$ cat src/rtl/fb_pkg.sv
// rtl/fb_pkg.sv - shared constants, types and lane packing for the frame-buffer writer
//
// Contents:
//   LANES, LANE_W, WORDS_PER_PIX : vector word geometry (6 x 32-bit lanes, 3 words per pixel)
//   fb_state_t                   : writer FSM states
//   rgb_t                        : packed r/g/b pixel
//   pack_lane()                  : places one colour byte in the low bits of a zeroed lane
package fb_pkg;

   localparam int LANES         = 6;
   localparam int LANE_W        = 32;
   localparam int WORDS_PER_PIX = 3;

   typedef enum logic [2:0] {
      IDLE,
      FILL0,
      FILL1,
      WRITE,
      DONE
   } fb_state_t;

   typedef struct packed {
      logic [7:0] r;
      logic [7:0] g;
      logic [7:0] b;
   } rgb_t;

   function automatic logic [LANE_W-1:0] pack_lane(input logic [7:0] i_byte);
      return {{(LANE_W-8){1'b0}}, i_byte};
   endfunction

endpackage

$ cat src/rtl/fb_writer.sv
// rtl/fb_writer.sv - packs a raster pixel stream two pixels per 192-bit word into the frame buffer
//
// Ports:
//   clk, reset          : clock, synchronous active-low reset
//   start, busy         : begin a frame (taken only when idle) / frame in progress
//   frame_done          : one-cycle pulse after the last word write is accepted
//   pix_valid/pix_ready : pixel stream handshake, data on pix_r/pix_g/pix_b
//   mem_we, mem_isVector, mem_address, mem_wd : vector write request to data memory
//   mem_busy            : memory stall; the request is held while high
module fb_writer
   import fb_pkg::*;
#(
   parameter int          IMG_W     = 100,
   parameter int          IMG_H     = 100,
   parameter logic [31:0] BASE_ADDR = 32'd0
) (
   input  logic                     clk,
   input  logic                     reset,
   input  logic                     start,
   output logic                     busy,
   output logic                     frame_done,
   input  logic                     pix_valid,
   output logic                     pix_ready,
   input  logic [7:0]               pix_r,
   input  logic [7:0]               pix_g,
   input  logic [7:0]               pix_b,
   output logic                     mem_we,
   output logic                     mem_isVector,
   output logic [31:0]              mem_address,
   output logic [LANES*LANE_W-1:0]  mem_wd,
   input  logic                     mem_busy
);

   localparam int N_PIX   = IMG_W * IMG_H;
   localparam int N_WORDS = (N_PIX + 1) / 2;
   localparam int PW      = $clog2(N_PIX + 1);
   localparam int WW      = $clog2(N_WORDS + 1);

   localparam logic [PW-1:0] LAST_PIX  = PW'(N_PIX - 1);
   localparam logic [WW-1:0] LAST_WORD = WW'(N_WORDS - 1);

   fb_state_t       r_state;
   fb_state_t       w_next;
   logic [PW-1:0]   r_pix_cnt;
   logic [WW-1:0]   r_word_cnt;
   rgb_t            r_pix0;
   rgb_t            r_pix1;

   logic            w_pix_hs;
   logic            w_wr_acc;
   logic            w_last_pix;
   logic            w_last_word;
   logic [31:0]     w_off4;
   logic [31:0]     w_off2;

   assign w_pix_hs    = pix_valid & pix_ready;
   assign w_wr_acc    = mem_we & ~mem_busy;
   assign w_last_pix  = (r_pix_cnt == LAST_PIX);
   assign w_last_word = (r_word_cnt == LAST_WORD);

   // word_cnt*6 as word_cnt*4 + word_cnt*2
   assign w_off4 = 32'({r_word_cnt, 2'b00});
   assign w_off2 = 32'({r_word_cnt, 1'b0});

   always_ff @(posedge clk) begin
      if (!reset) begin
         r_state <= IDLE;
      end else begin
         r_state <= w_next;
      end
   end

   always_comb begin
      w_next     = r_state;
      pix_ready  = 1'b0;
      mem_we     = 1'b0;
      frame_done = 1'b0;
      case (r_state)
         IDLE: begin
            if (start) w_next = FILL0;
         end
         FILL0: begin
            pix_ready = 1'b1;
            // an odd-sized frame ends on a half-filled word
            if (pix_valid) w_next = w_last_pix ? WRITE : FILL1;
         end
         FILL1: begin
            pix_ready = 1'b1;
            if (pix_valid) w_next = WRITE;
         end
         WRITE: begin
            mem_we = 1'b1;
            if (!mem_busy) w_next = w_last_word ? DONE : FILL0;
         end
         DONE: begin
            frame_done = 1'b1;
            w_next     = IDLE;
         end
         default: w_next = IDLE;
      endcase
   end

   always_ff @(posedge clk) begin
      if (!reset) begin
         r_pix_cnt  <= '0;
         r_word_cnt <= '0;
         r_pix0     <= '0;
         r_pix1     <= '0;
      end else begin
         if (r_state == IDLE && start) begin
            r_pix_cnt  <= '0;
            r_word_cnt <= '0;
         end
         if (w_pix_hs) begin
            r_pix_cnt <= r_pix_cnt + PW'(1);
            if (r_state == FILL0) begin
               r_pix0 <= '{r: pix_r, g: pix_g, b: pix_b};
               if (w_last_pix) r_pix1 <= '0;
            end else begin
               r_pix1 <= '{r: pix_r, g: pix_g, b: pix_b};
            end
         end
         if (w_wr_acc) begin
            r_word_cnt <= r_word_cnt + WW'(1);
         end
      end
   end

   assign busy         = (r_state != IDLE);
   assign mem_isVector = 1'b1;
   assign mem_address  = BASE_ADDR + w_off4 + w_off2;
   // lane 0 is the low 32 bits: r0, g0, b0, r1, g1, b1
   assign mem_wd = {pack_lane(r_pix1.b), pack_lane(r_pix1.g), pack_lane(r_pix1.r),
                    pack_lane(r_pix0.b), pack_lane(r_pix0.g), pack_lane(r_pix0.r)};

endmodule

$ cat config.mk
export PLATFORM = sky130hd
export DESIGN_NAME = fb_writer
export DESIGN_NICKNAME = d
export VERILOG_FILES = /design/src/rtl/fb_pkg.sv /design/src/rtl/fb_writer.sv
export SDC_FILE = /design/constraint.sdc
export NUM_CORES = 1
export LEC_CHECK = 0
export BUFFER_PORTS_ARGS = -buffer_cell sky130_fd_sc_hd__buf_2
export CORE_ASPECT_RATIO = 1.1
export CORE_MARGIN = 2
export CORE_UTILIZATION = 46
export CTS_CLUSTER_DIAMETER = 100
export DETAILED_ROUTE_END_ITERATION = 10
export PLACE_DENSITY = 0.92
export REMOVE_ABC_BUFFERS = 1
export SLEW_MARGIN = 30
export SYNTH_ARGS = -nofsm -noshare
export SYNTH_HDL_FRONTEND = slang
export SYNTH_SLANG_ARGS = --single-unit
export TNS_END_PERCENT = 100
$ cat constraint.sdc
create_clock -name clk -period 2.5 [get_ports clk]
set_input_delay 0.5 -clock clk [delete_from_list [all_inputs] [get_ports clk]]
set_output_delay 0.5 -clock clk [all_outputs]
set_load 0.01 [all_outputs]
==> flow_summary_export.csv <==
group,metric,value,unit
sta,worst_slack,-0.104,ns
synth,seq_area_frac_synth,0.317,
synth,synthTopCellsByCount,"buf_4, dfxtp_1, nand2_1",
floorplan,initial_core_util,0.473,
outcome,violations,"negative setup slack",
cts,root_buffer,"clkbuf_16",
pwr,p_per_area,533,mW/mm2
critical_path,cp_slowest_cell,"dfxtp_4",
route,detail_route.wirelength,10.7,mm
synth,synth_cell_type_count,55,
cts,path_clk_slew,0.06,ns
global_route,grt_pass1_wl,16.1,mm
synth,avgSynthCellArea,8.28,um2
critical_path,path_class,"reg2out",
global_route,grt_max_degree,25,
critical_path,path_cells,"ha_4 -> buf_6 -> nand2_4 -> nor3_4 -> o211ai_1 -> mux2i_1 -> a2111o_1 -> buf_2",
placed_design,place_ws,-0.0407,ns
layout,layout-drive-gt1-share,0.241,
route,vias_per_cell,4.69,
sta,fmax,384,MHz
synth,syn-cell-area,0.00492,mm2
pwr,leakage,2.71,nW
cts,cts_made_buffers,9,
sta,fin_crit,2.60,ns
placed_design,post_dp_cell_area,0.00496,mm2
outcome,status,"finished with violations",
route,dr_total_vias,3973,
synth,synth_most_common_cell,"buf_4",
min_path,worstHoldPathType,"in2reg",
synth,synth.top_cell.area_share,0.317,
synth,synthesis.instances,594,
global_route,overflow,0,
placed_design,place.gp.congestion,0.836,
pwr,ir_worst_vdd,0.244,mV
sta,grt_setup_unrepaired,"yes",
sta,final_max_slew_viol_count,0,
job,drv_cap,0,
floorplan,core,0.0104,mm2
sta,tightest_slew,0.624,ns
sta,clock_skew,0.00912,ns
global_route,grt_pass1_vias,3376,
critical_path,setup.worst_path.start_class,"flop",
cts,htreeDepth,3,
critical_path,crit_required,2.00,ns
floorplan,ios,258,
layout,stdcell_area,0.00553,mm2
cts,clockBufferDepth,2,
synth,ys.flop_type,"dfxtp_1",
layout,area_growth,12.4,%
sta,relSlewSlack,0.584,
placed_design,dpl.cell_count,821,
layout,nets,748,
route,ant_nets,0,
critical_path,critPathArrivalTime,2.10,ns
sta,timing.hold.ws,0.390,ns
layout,finalNonFillerCells,847,
layout,n_antenna_cell,0,
floorplan,die-width,103,um
global_route,antenna_found_initial,1,
floorplan,chipHeight,112,um
floorplan,std_cell_rows,39,
placed_design,portBuffers,95,
floorplan,dieArea,0.0115,mm2
layout,multi_input_area,0.00276,mm2
synth,synth_edf_count,0,
sta,finalHoldViolCount,0,
route,wl_per_cell,12.7,um
placed_design,dp_hpwl,7.52,mm
cts,cts_tree,"built",
cts,insertion_delay,0.33,ns
layout,fillCellCount,926,
synth,synthArstFlopShare,0,
sta,post-route-period-util,1.04,
cts,numClockSinks,78,
sta,setup_violations,8,
synth,yosysTopAreaCell,"dfxtp_1",
route,drc,0,
critical_path,crit_fanout,4,
route,drtPass1Iterations,4,
synth,synthTopCellsByArea,"dfxtp_1, buf_4, nand2_1",
route,drtIter0Drc,197,
global_route,groute.usage.overall,0.176,
critical_path,critPathMaxStageDelay,0.37,ns
layout,regArea,0.00158,mm2
synth,synth-seq-cells,78,
synth,yosysWarnings,0,
pwr,finalPower,2.95,mW
critical_path,end_kind,"primary output",
state kept, by name (all words and copies together), names as in the netlist:
signal,cells
mem_wd,48
r_pix_cnt,14
r_state,3
r_word_cnt,13
worst max-delay path: cells and delay by family, from the launching register on:
kind / cells / cell delay [ns]
AO/OA/AOI/OAI: 2 / 0.47
flip-flops: 1 / 0.37
adder cells (fa/ha/maj): 1 / 0.27
AND/OR/NAND/NOR: 2 / 0.27
buffers and inverters: 2 / 0.24
multiplexers: 1 / 0.16
kinds of logic (layout without fill, tap and decap cells):
logic type / Yosys count / in the layout / share of synthesized area
compound gates: 116 / 116 / 0.156
xor+xnor: 15 / 15 / 0.0267
fa+ha+maj: 20 / 20 / 0.0524
buf+inv: 198 / 148 / 0.277
flops: 78 / 78 / 0.317
mux: 4 / 4 / 0.00865
other cells: 2 / 162 / 0.00153
simple gates: 161 / 161 / 0.160
layout by cell type, fill, tap and decap left out, types with 3 or more instances in the layout:
cell type,netlist,final
nand2_1,69,68
a22o_1,24,24
clkbuf_16,0,9
xor2_1,7,7
ha_2,0,3
dfxtp_4,0,4
nand3_1,22,22
a21oi_2,0,3
ha_1,19,10
a211oi_1,4,4
o21ai_0,8,6
dfxtp_1,78,72
o31ai_1,6,6
or2_2,3,3
buf_4,163,20
nor4_1,4,4
nor3_1,7,6
a21o_1,5,5
a21oi_1,51,47
o211ai_1,3,3
buf_2,5,95
ha_4,0,6
conb_1,2,162
nor2b_1,3,3
and3_1,6,6
nor2_1,24,22
inv_1,15,14
xnor2_1,8,8
nand4_1,5,5
final cells by class:
cell class	instances	area share
multi-input combinational	478	0.500
timing repair buffer	117	0.117
tap	143	0.0324
clock inverter	5	0.0102
clock buffer	11	0.0439
inverter	15	0.0106
sequential	78	0.286
final timing paths:
| check | start | to | slack (ns) | depth (start not counted) |
|---|---|---|---|---|
| worst max register to register | r_state[1] | mem_wd[131] | 0.37 | 5 |
| worst min register to register | mem_wd[37] | mem_wd[37] | 0.45 | 2 |
| worst min-delay path | pix_r[4] | mem_wd[100] | 0.39 | 2 |
| worst max-delay path | r_word_cnt[3] | mem_address[13] | -0.10 | 8 |
per-stage QoR:
stage	setup TNS, ns	utilization
CTS	-0.482	0.521
detailed placement	-0.0750	0.477
finish	-0.558	0.532
global placement	0	0.477
global route	-1.28	0.532
floorplan	0	-
per-layer routing:
layer	global-route usage	vias up	wire length [um]
li1	-	1925	-
met1	0.194	1828	4190
met2	0.315	201	5460
met3	0.0517	17	923
met4	0.0596	2	158
met5	0	-	16
repair_timing:
item,4_1_cts,5_1_grt
gates resized for setup,29,15
pin swaps,9,11
setup endpoints to repair,8,8
buffers inserted,5,5
hold buffers,0,0
where the power goes:
part           internal, mW  switching, mW
Clock                 0.800          0.501
Sequential             1.27         0.0257
Combinational        0.0872          0.259
(Power assumes the default switching activity.)
